==> src/rtl/mmu_pkg.sv <==
// Shared bus types, memory-map constants and address helpers for the MMU.
package mmu_pkg;

    typedef enum logic [1:0] {
        BUS_OP_IDLE  = 2'd0,
        BUS_OP_READ  = 2'd1,
        BUS_OP_WRITE = 2'd2
    } bus_op_t;

    typedef enum logic {
        BUS_SIZE_BYTE = 1'b0,
        BUS_SIZE_WORD = 1'b1
    } bus_size_t;

    typedef enum logic [1:0] {
        REG_EXT      = 2'd0,
        REG_HRAM     = 2'd1,
        REG_IE       = 2'd2,
        REG_UNUSABLE = 2'd3
    } mmu_region_t;

    typedef enum logic [1:0] {
        ST_IDLE   = 2'd0,
        ST_LO_ACC = 2'd1,
        ST_HI_ACC = 2'd2,
        ST_RESP   = 2'd3
    } mmu_state_t;

    localparam logic [15:0] HRAM_LO  = 16'hFF80;
    localparam logic [15:0] HRAM_HI  = 16'hFFFE;
    localparam logic [15:0] IE_ADDR  = 16'hFFFF;
    localparam logic [15:0] ECHO_LO  = 16'hE000;
    localparam logic [15:0] ECHO_HI  = 16'hFDFF;
    localparam logic [15:0] UNUSE_LO = 16'hFEA0;
    localparam logic [15:0] UNUSE_HI = 16'hFEFF;

    // Classify one byte address; IE is checked first because it sits just above HRAM.
    function automatic mmu_region_t decode_region(input logic [15:0] a);
        if (a == IE_ADDR) begin
            return REG_IE;
        end else if ((a >= HRAM_LO) && (a <= HRAM_HI)) begin
            return REG_HRAM;
        end else if ((a >= UNUSE_LO) && (a <= UNUSE_HI)) begin
            return REG_UNUSABLE;
        end else begin
            return REG_EXT;
        end
    endfunction

    // Fold the echo window back onto work RAM when remapping is enabled.
    function automatic logic [15:0] echo_remap(input logic [15:0] a, input logic en);
        if (en && (a >= ECHO_LO) && (a <= ECHO_HI)) begin
            return a - 16'h2000;
        end else begin
            return a;
        end
    endfunction

    // Byte index into HRAM; only meaningful for addresses decoded as REG_HRAM.
    function automatic logic [6:0] hram_index(input logic [15:0] a);
        return 7'(a - HRAM_LO);
    endfunction

endpackage

==> src/rtl/mmu_hram.sv <==
// High RAM: 127 bytes, synchronous write, combinational read.
module mmu_hram (
    input  logic       clk,
    input  logic       we_i,
    input  logic [6:0] idx_i,
    input  logic [7:0] wdata_i,
    output logic [7:0] rdata_o
);

    logic [7:0] mem_q [0:126];

    // Store a byte on the clock edge; contents are deliberately not reset.
    always_ff @(posedge clk) begin
        if (we_i && (idx_i != 7'h7F)) begin
            mem_q[idx_i] <= wdata_i;
        end
    end

    // Index 7F has no storage behind it (that address is IE), so return a benign value.
    always_comb begin
        if (idx_i == 7'h7F) begin
            rdata_o = 8'hFF;
        end else begin
            rdata_o = mem_q[idx_i];
        end
    end

endmodule

==> src/rtl/mmu.sv <==
// MMU responder: serves HRAM/IE internally, blocks the unusable window,
// and forwards everything else as byte cycles on the ext_* port.
module mmu
    import mmu_pkg::*;
#(
    parameter bit          ECHO_EN     = 1'b1,
    parameter int unsigned EXT_TIMEOUT = 255
) (
    input  logic        clk,
    input  logic        reset,
    input  bus_op_t     mmu_req_op,
    input  bus_size_t   mmu_req_size,
    input  logic [15:0] mmu_req_addr,
    input  logic [15:0] mmu_req_wdata,
    output logic        mmu_resp_done,
    output logic [15:0] mmu_resp_rdata,
    output logic        ext_req,
    output logic        ext_we,
    output logic [15:0] ext_addr,
    output logic [7:0]  ext_wdata,
    input  logic        ext_ack,
    input  logic [7:0]  ext_rdata
);

    localparam bit          TMO_EN   = (EXT_TIMEOUT != 32'd0);
    localparam logic [15:0] TMO_LAST = 16'(EXT_TIMEOUT - 32'd1);

    mmu_state_t  state_q;
    logic        armed_q;
    logic        done_q;
    logic [15:0] rdata_q;
    logic        ext_req_q;
    logic        ext_we_q;
    logic [15:0] ext_addr_q;
    logic [7:0]  ext_wdata_q;
    logic [7:0]  ie_q;
    logic        started_q;
    logic [15:0] tmo_q;
    bus_op_t     op_q;
    bus_size_t   size_q;
    logic [15:0] addr_q;
    logic [15:0] wdata_q;
    logic [7:0]  lo_q;

    logic        in_acc_s;
    logic        is_write_s;
    logic [15:0] cur_addr_s;
    logic [15:0] hi_addr_s;
    mmu_region_t cur_region_s;
    mmu_region_t hi_region_s;
    logic [7:0]  cur_wbyte_s;
    logic [7:0]  hram_rdata_s;
    logic        hram_we_s;
    logic [7:0]  int_rbyte_s;
    logic        timeout_s;
    logic        need_issue_s;
    logic        byte_done_s;
    logic [7:0]  byte_val_s;

    // Address and data of the byte currently being worked on.
    always_comb begin
        in_acc_s     = (state_q == ST_LO_ACC) || (state_q == ST_HI_ACC);
        is_write_s   = (op_q == BUS_OP_WRITE);
        hi_addr_s    = addr_q + 16'd1;
        cur_addr_s   = (state_q == ST_HI_ACC) ? hi_addr_s : addr_q;
        cur_region_s = decode_region(cur_addr_s);
        hi_region_s  = decode_region(hi_addr_s);
        cur_wbyte_s  = (state_q == ST_HI_ACC) ? wdata_q[15:8] : wdata_q[7:0];
        hram_we_s    = in_acc_s && is_write_s && (cur_region_s == REG_HRAM);
        timeout_s    = TMO_EN && ext_req_q && !ext_ack && (tmo_q == TMO_LAST);
    end

    mmu_hram u_hram (
        .clk     (clk),
        .we_i    (hram_we_s),
        .idx_i   (hram_index(cur_addr_s)),
        .wdata_i (cur_wbyte_s),
        .rdata_o (hram_rdata_s)
    );

    // Read value for the internal targets; unusable space reads as all ones.
    always_comb begin
        case (cur_region_s)
            REG_HRAM: int_rbyte_s = hram_rdata_s;
            REG_IE:   int_rbyte_s = ie_q;
            default:  int_rbyte_s = 8'hFF;
        endcase
    end

    // Decide whether the current byte finishes this cycle, and with what value.
    always_comb begin
        byte_done_s  = 1'b0;
        byte_val_s   = 8'h00;
        need_issue_s = 1'b0;
        if (in_acc_s) begin
            if (cur_region_s != REG_EXT) begin
                byte_done_s = 1'b1;
                byte_val_s  = int_rbyte_s;
            end else if (!started_q) begin
                need_issue_s = 1'b1;
            end else if (ext_req_q && ext_ack) begin
                byte_done_s = 1'b1;
                byte_val_s  = ext_rdata;
            end else if (timeout_s) begin
                byte_done_s = 1'b1;
                byte_val_s  = 8'hFF;
            end else begin
                byte_done_s = 1'b0;
            end
        end else begin
            byte_done_s = 1'b0;
        end
        if (is_write_s) begin
            byte_val_s = 8'h00;
        end else begin
            byte_val_s = byte_val_s;
        end
    end

    // Request/response sequencer with all bus outputs registered.
    always_ff @(posedge clk) begin
        if (reset) begin
            state_q     <= ST_IDLE;
            armed_q     <= 1'b1;
            done_q      <= 1'b0;
            rdata_q     <= 16'h0000;
            ext_req_q   <= 1'b0;
            ext_we_q    <= 1'b0;
            ext_addr_q  <= 16'h0000;
            ext_wdata_q <= 8'h00;
            ie_q        <= 8'h00;
            started_q   <= 1'b0;
            tmo_q       <= 16'h0000;
            op_q        <= BUS_OP_IDLE;
            size_q      <= BUS_SIZE_BYTE;
            addr_q      <= 16'h0000;
            wdata_q     <= 16'h0000;
            lo_q        <= 8'h00;
        end else begin
            done_q <= 1'b0;
            if (in_acc_s && is_write_s && (cur_region_s == REG_IE)) begin
                ie_q <= cur_wbyte_s;
            end
            case (state_q)
                ST_IDLE: begin
                    if (!armed_q) begin
                        if (mmu_req_op == BUS_OP_IDLE) begin
                            armed_q <= 1'b1;
                        end
                    end else if (mmu_req_op != BUS_OP_IDLE) begin
                        op_q      <= mmu_req_op;
                        size_q    <= mmu_req_size;
                        addr_q    <= mmu_req_addr;
                        wdata_q   <= mmu_req_wdata;
                        tmo_q     <= 16'h0000;
                        state_q   <= ST_LO_ACC;
                        if (decode_region(mmu_req_addr) == REG_EXT) begin
                            ext_req_q   <= 1'b1;
                            ext_we_q    <= (mmu_req_op == BUS_OP_WRITE);
                            ext_addr_q  <= echo_remap(mmu_req_addr, ECHO_EN);
                            ext_wdata_q <= mmu_req_wdata[7:0];
                            started_q   <= 1'b1;
                        end else begin
                            started_q <= 1'b0;
                        end
                    end
                end
                ST_LO_ACC, ST_HI_ACC: begin
                    if (need_issue_s) begin
                        // Reached only for a high byte after an external low byte,
                        // which leaves the mandatory idle gap on ext_req.
                        ext_req_q   <= 1'b1;
                        ext_we_q    <= is_write_s;
                        ext_addr_q  <= echo_remap(cur_addr_s, ECHO_EN);
                        ext_wdata_q <= cur_wbyte_s;
                        started_q   <= 1'b1;
                        tmo_q       <= 16'h0000;
                    end else if (byte_done_s) begin
                        ext_req_q <= 1'b0;
                        tmo_q     <= 16'h0000;
                        if ((state_q == ST_LO_ACC) && (size_q == BUS_SIZE_WORD)) begin
                            lo_q    <= byte_val_s;
                            state_q <= ST_HI_ACC;
                            if ((hi_region_s == REG_EXT) && (cur_region_s != REG_EXT)) begin
                                ext_req_q   <= 1'b1;
                                ext_we_q    <= is_write_s;
                                ext_addr_q  <= echo_remap(hi_addr_s, ECHO_EN);
                                ext_wdata_q <= wdata_q[15:8];
                                started_q   <= 1'b1;
                            end else begin
                                started_q <= 1'b0;
                            end
                        end else begin
                            started_q <= 1'b0;
                            done_q    <= 1'b1;
                            state_q   <= ST_RESP;
                            if (state_q == ST_HI_ACC) begin
                                rdata_q <= {byte_val_s, lo_q};
                            end else begin
                                rdata_q <= {8'h00, byte_val_s};
                            end
                        end
                    end else if (ext_req_q) begin
                        tmo_q <= tmo_q + 16'd1;
                    end
                end
                ST_RESP: begin
                    armed_q <= 1'b0;
                    state_q <= ST_IDLE;
                end
                default: begin
                    state_q <= ST_IDLE;
                end
            endcase
        end
    end

    assign mmu_resp_done  = done_q;
    assign mmu_resp_rdata = rdata_q;
    assign ext_req        = ext_req_q;
    assign ext_we         = ext_we_q;
    assign ext_addr       = ext_addr_q;
    assign ext_wdata      = ext_wdata_q;

endmodule

==> config.mk <==
export PLATFORM = sky130hd
export DESIGN_NAME = mmu
export DESIGN_NICKNAME = d
export VERILOG_FILES = /design/src/rtl/mmu_pkg.sv /design/src/rtl/mmu_hram.sv /design/src/rtl/mmu.sv
export SDC_FILE = /design/constraint.sdc
export NUM_CORES = 1
export LEC_CHECK = 0
export BUFFER_PORTS_ARGS = -buffer_cell sky130_fd_sc_hd__buf_2
export CELL_PAD_IN_SITES_DETAIL_PLACEMENT = 1
export CELL_PAD_IN_SITES_GLOBAL_PLACEMENT = 2
export CORE_AREA = 2 2 363 329
export DETAILED_ROUTE_END_ITERATION = 7
export DIE_AREA = 0 0 365 331
export PLACE_DENSITY = 0.7
export SLEW_MARGIN = 30
export SYNTH_ARGS = -nofsm -noshare
export SYNTH_HDL_FRONTEND = slang
export SYNTH_HIERARCHICAL = 1
export SYNTH_SLANG_ARGS = --single-unit
==> constraint.sdc <==
create_clock -name clk -period 4.6 [get_ports clk]
set_input_delay 0.23 -clock clk [delete_from_list [all_inputs] [get_ports clk]]
set_output_delay 0.23 -clock clk [all_outputs]
set_load 0.005 [all_outputs]
# Word-level counts from Yosys, hierarchy flattened
# Memories as Yosys holds them, arrays and structs flattened.
# Index checks and enable logic that the tools add are counted.
totals:
  register_bits: 114
  mem_bits_rw: 1016
  in_bits: 46
  out_inout_bits: 43
  wordCells: 194
  n_memories: 1
classes:
  n_addsub: 6
  magnitude_cmp: 18
  eq_ne: 22
  mux: 89
  bitwise: 4
  n_reduce_logical: 38
mem_list:
  columns: ["name", "depth", "word_bits", "read_ports", "rd_ports_with_merged_regs", "write_ports", "line_no", "text"]
  rows:
  - ["u_hram.mem_q", 127, 8, 1, 0, 1, "mmu_hram.sv:10", "logic [7:0] mem_q [0:126];"]
ops:
  columns: ["cell", "n"]
  rows:
  - ["$mux W16", 17]
  - ["$ge A16 B16 Y1 const B", 9]
  - ["$le A16 B16 Y1 const B", 9]
  - ["$mux W8", 15]
  - ["$pmux W16 S2", 2]
  - ["$eq A16 B16 Y1 const B", 3]
  - ["$sub A16 B14 Y16 const B", 3]
  - ["$mux W2", 17]
  - ["$add A16 B1 Y16 const B", 2]
  - ["$pmux W8 S2", 2]
  - ["$mux W1", 31]
  - ["$reduce_and A4 Y1", 5]
  - ["$logic_and A1 B1 Y1", 18]
  - ["$eq A16 B8 Y1 const B", 1]
  - ["$eq A2 B2 Y1 const B", 5]
  - ["$ne A2 B2 Y1 const B", 5]
  - ["$ne A3 B3 Y1 const B", 3]
  - ["$logic_not A2 Y1", 4]
  - ["$pmux W1 S2", 4]
  - ["$reduce_bool A2 Y1", 4]
  - ["$eq A7 B7 Y1 const B", 1]
  - ["$ne A7 B7 Y1 const B", 1]
  - ["$reduce_and A7 Y1", 1]
  - ["$sub A7 B1 Y7 const B", 1]
  - ["10 further kinds", 14]

# Logic depth before layout (Yosys ltp)
depth:
  word_depth: 14
  depth_mapped: 23

# Cells and area by module
# Netlist, hierarchy kept.
modules_own_cells:
  columns: ["module", "n_inst", "cells_per_inst", "area_each_um2", "seq_area_each_um2"]
  rows:
  - ["mmu_hram", 1, 2092, 39748.1, 30509.3]
  - ["mmu", 1, 862, 6804.0, 2282.2]

# Worst setup path after synthesis
# Ideal clock, no wire load.
synth_path:
  kind: "reg2reg"
  start: "register addr_q[0]"
  end: "memory u_hram.mem_q[64][0] (enable)"
  arrival_ps: 4391
  required_ps: 4230
  slack_ps: -162
  stages_incl_launch_ff: 21
  cell_sequence: "dfxtp_1 ha_1 buf_2 and3_1 nand2_1 nor4_1 xor2_1 ha_1 inv_1 a211o_1 a221o_1 nor3_1 o211ai_2 o21ai_1 ha_1 buf_1 and2_1 nor2b_1 nand2_1 clkbuf_1 nor2_1"
synth_between:
  elab_chain_len: 12
  elab_cells_between_ends: 19
  cone_classes: "add/sub (2); order compare (4); eq/ne (3); mux (6); reduce/logical (4)"
synth_lines:
  columns: ["element", "line_no", "text"]
  rows:
  - ["from (decl)", "mmu.sv:41", "logic [15:0] addr_q;"]
  - ["from (signal assigned)", "mmu.sv:153", "addr_q <= mmu_req_addr;"]
  - ["$add A16 B1 Y16", "mmu.sv:64", "hi_addr_s = addr_q + 16'd1;"]
  - ["$mux W16 *", "mmu.sv:65", "cur_addr_s = (state_q == ST_HI_ACC) ? hi_addr_s : addr_q;"]
  - ["$ge A16 B16 Y1 or $le A16 B16 Y1 (tied branches)", "mmu_pkg.sv:43", "end else if ((a >= UNUSE_LO) && (a <= UNUSE_HI)) begin"]
  - ["$logic_and A1 B1 Y1", "mmu_pkg.sv:43", null]
  - ["$mux W2", "mmu_pkg.sv:43", null]
  - ["$mux W2", "mmu_pkg.sv:41", "end else if ((a >= HRAM_LO) && (a <= HRAM_HI)) begin"]
  - ["$mux W2 *", "mmu_pkg.sv:39", "if (a == IE_ADDR) begin"]
  - ["$eq A2 B1 Y1 *", "mmu.sv:69", "hram_we_s = in_acc_s && is_write_s && (cur_region_s == REG_HRAM);"]
  - ["$logic_and A1 B1 Y1 *", "mmu.sv:69", null]
  - ["via hram_we_s", "mmu.sv:53", "logic hram_we_s;"]
  - ["$logic_and A1 B1 Y1 *", "mmu_hram.sv:14", "if (we_i && (idx_i != 7'h7F)) begin"]
  - ["$mux W1 *", "mmu_hram.sv:14", null]
  - ["$mux W1 (not written as such) *", "mmu_hram.sv:15", "mem_q[idx_i] <= wdata_i;"]
  - ["to (decl)", "mmu_hram.sv:10", null]
# The timed path passes the listed nets; every way through them passes the cells marked *.

# Worst setup path in the final report
layout_path:
  start: "register addr_q[12]"
  end: "memory u_hram.mem_q[116][5] (enable)"
# Same word-level chain as after synthesis.

==> results.py <==
metrics = {
    "status": {
        "status": "complete, but fails checks",
        "violations": "hold timing",
    },
    "critical_path": {
        "worstPathRequired_ns": 5.02,
        "end_kind": "flip-flop",
        "startpoint_type": "flip-flop",
        "ff2ff_path_depth": 16,
        "crit_fanout": 8,
        "critPathKind": "flip-flop to flip-flop",
        "worstPathArrival_ns": 4.89,
    },
    "pwr": {
        "switchingPower_uw": 11100,
        "swShare": 0.340,
        "clkPwrFrac": 0.284,
        "power.leakage_uw": 0.0193,
        "internal-power_uw": 21600,
        "seq_power_share": 0.375,
        "peakVddDrop_mv": 0.372,
        "combinationalPowerShare": 0.341,
        "power_density_nw_per_um2": 571,
    },
    "timing": {
        "max_freq_mhz": 224,
        "slew_violations": 0,
        "hold_violations": 1,
        "setup-violations-final": 0,
        "slew_headroom": 0.370,
        "period_needed_ns": 4.47,
        "tightestPinTransition_ns": 0.945,
        "holdWs_ns": -0.00143,
        "worst_clock_skew_ns": 0.0514,
        "finalCritPeriodShare": 0.972,
    },
    "cts": {
        "cts.sinks": 1130,
        "clk_pin_slew_ns": 0.06,
        "cts_made_buffers": 117,
        "root_buffer": "clkbuf_16",
        "cts_tree": "yes",
        "insertion_delay_ns": 0.77,
        "cts_buffer_depth": 3,
        "ctsHtreeMaxLevel": 3,
    },
    "synthesis": {
        "synth.avg_cell_area_sq_um": 15.8,
        "yosys.area_share.xor_xnor": 0.00715,
        "synthTopCellsByArea": "edfxtp_1 66%, mux4_2 5.8%, dfxtp_1 4.9%, a221oi_1 2.7%, mux2i_1 2.6%",
        "synth_top_family_by_area": "multiplexers",
        "syn_area_sq_um": 46600,
        "synth.area.mux_share": 0.104,
        "yosys.area_share.adder": 0.00484,
        "synthArstFlopShare": 0,
        "synthFlopType": "edfxtp_1",
        "synth-compound-area-share": 0.0859,
        "synthTopCellsByCount": "1016 x edfxtp_1, 277 x nor2_1, 182 x nand2_1",
        "synth_nets": 3018,
        "yosysMostFrequentCell": "edfxtp_1",
        "yosysUniqueCellTypes": 95,
        "netlist.area_leader.share": 0.655,
        "syn_inst": 2954,
        "ys_warn_count": 6,
        "synthSimpleGateAreaFrac": 0.0687,
        "synth_edf_count": 1016,
        "ys_seq_elements": 1130,
        "yosys.area.top_type": "edfxtp_1",
        "seq_area_frac_synth": 0.704,
    },
    "place": {
        "globalplace.congestion": 0.900,
        "dpl-instance-area_sq_um": 52500,
        "numPortBuffers": 88,
        "dpl.hpwl_um": 104000,
    },
    "min_path": {
        "hold_path.class": "input pin to flip-flop",
        "hold_path_depth": 5,
    },
    "drt": {
        "viasPerCell": 5.90,
        "drt-initial-drc-count": 3086,
        "wire_per_inst_um": 29.9,
        "routed-via-count": 30400,
        "firstDrtPassIters": 5,
        "drcViolationCount": 0,
        "routed_wl_um": 154000,
        "ant_nets": 0,
    },
    "cells_and_area": {
        "seq_area_sq_um": 32800,
        "nFillCells": 11300,
        "drive_gt1_frac": 0.300,
        "multi_input_area_sq_um": 13200,
        "fin_area_sq_um": 57200,
        "area_growth_pct": 23.0,
        "nNetsFinal": 3535,
        "utilization": 0.490,
        "insertedDiodeCount": 0,
    },
    "floorplan": {
        "die_w_um": 365,
        "core-area_sq_um": 117000,
        "die_y_um": 331,
        "dieArea_sq_um": 121000,
        "rows": 119,
        "io_pins": 89,
        "start_util": 0.399,
    },
    "global_routing": {
        "grt_use_total": 0.253,
        "antenna_found_initial": 0,
        "grt_pass1_vias": 31100,
        "grt_pass1_wl_um": 222000,
        "grt_max_degree": 102,
        "overflow": 0,
    },
    "flow_run": {
        "drv_cap": 0,
    },
}
==> worst max-delay path, stage by stage, from the launching register on <==
cell and delay (ns):
dfxtp_1 0.45, buf_4 0.18, and4_1 0.33, nand2_1 0.18, or3_4 0.37, a2111oi_4 0.41
and2b_1 0.20, a211oi_1 0.06, o211ai_2 0.22, o31a_1 0.21, ha_1 0.21, and2_2 0.24
nor2b_2 0.25, nand2_1 0.19, buf_4 0.27, nor2_1 0.13, buf_4 0.22
==> layer usage <==
layer | up-vias | track usage | wire [um]
li1 | 12800 | - | -
met1 | 16000 | 0.365 | 66100
met2 | 1277 | 0.397 | 71700
met3 | 246 | 0.0440 | 11700
met4 | 0 | 0.0716 | 4120
met5 | - | 0 | 0
==> through the flow <==
step	power [uW]	hold slack (ns)	worst slack (ns)	instances	TNS (ns)
floorplan	18100	0.366	-0.0773	2954	-18.18
detailed placement	23100	0.449	-0.277	4868	-39.59
finish	32700	-0.00143	0.131	5142	0
global route	33800	0.0430	-0.00480	5142	-0.00777
global placement	22900	0.441	-0.360	4866	-6.80
CTS	32500	0.00533	0.0100	5129	0
==> timing repair <==
action                                 4_1_cts  5_1_grt
endpoints found under the hold margin       67        0
setup buffers                                5       11
setup endpoints to repair                  678     1002
hold buffers                                39        0
pin swaps                                    5       14
gates resized for setup                     23       74
cloned                                       0        2
==> power groups by stage <==
stage | registers (uW) | logic, uW | clock network, uW
floorplan | 12500 | 5640 | 0
global placement | 12500 | 10400 | 0
detailed placement | 12500 | 10600 | 0
CTS | 12200 | 10800 | 9440
global route | 12300 | 11700 | 9800
finish | 12300 | 11200 | 9280
==> final timing paths <==
kind,endpoint,from,slack (ns)
setup / recovery,u_hram/mem_q[116][5],addr_q[12],0.13
hold reg to reg,mmu_resp_rdata[15],mmu_resp_rdata[15],0.46
hold / removal,lo_q[5],ext_rdata[5],-0.001
setup reg to reg,u_hram/mem_q[116][5],addr_q[12],0.13
==> cells by family (layout without fill, tap and decap cells) <==
group,count (synthesis),count (layout)
mux,312,312
flops,1130,1130
fa+ha+maj,18,18
xor+xnor,38,38
buf+inv,235,850
simple gates,690,690
compound gates,531,531
==> area by class of cell <==
class                   count  share of cell area
clock buffers             148              0.0548
clock inverters            69              0.0104
inverters                  34             0.00284
multi-input cells        1589               0.231
flip-flops and latches   1130               0.573
well taps                1573              0.0344
repair buffers            599              0.0939
==> cells in the final DEF, fill, tap and decap left out, types with 12 or more instances in the layout <==
| master | instances |
|---|---|
| a211oi_1 | 20 |
| a21oi_1 | 81 |
| a221o_1 | 22 |
| a221oi_1 | 127 |
| a221oi_2 | 15 |
| a22oi_1 | 30 |
| a31oi_1 | 13 |
| and2_1 | 15 |
| buf_12 | 72 |
| buf_2 | 87 |
| buf_4 | 388 |
| clkbuf_1 | 24 |
| clkbuf_16 | 121 |
| clkinv_1 | 25 |
| clkinv_2 | 25 |
| dfxtp_1 | 107 |
| dlygate4sd3_1 | 39 |
| edfxtp_1 | 1016 |
| ha_1 | 15 |
| inv_1 | 21 |
| mux2_2 | 55 |
| mux2i_1 | 117 |
| mux4_2 | 119 |
| nand2_1 | 180 |
| nand2b_1 | 18 |
| nand3_1 | 39 |
| nand4_1 | 19 |
| nor2_1 | 228 |
| nor2_2 | 39 |
| nor2b_1 | 12 |
| nor3_1 | 34 |
| o211ai_1 | 20 |
| o21ai_0 | 64 |
| o221ai_1 | 20 |
| o22ai_1 | 22 |
| xnor2_1 | 17 |
| xor2_1 | 14 |
==> flip-flops by register name (all words and copies together) (netlist names), 2 cells and up <==
signal          count
mmu_resp_rdata     16
wdata_q            16
tmo_q              16
ie_q                8
addr_q             16
ext_addr           16
state_q             2
u_hram/mem_q     1016
ext_wdata           8
lo_q                8
op_q                2
Note: power is estimated with default switching activity, not from simulation.
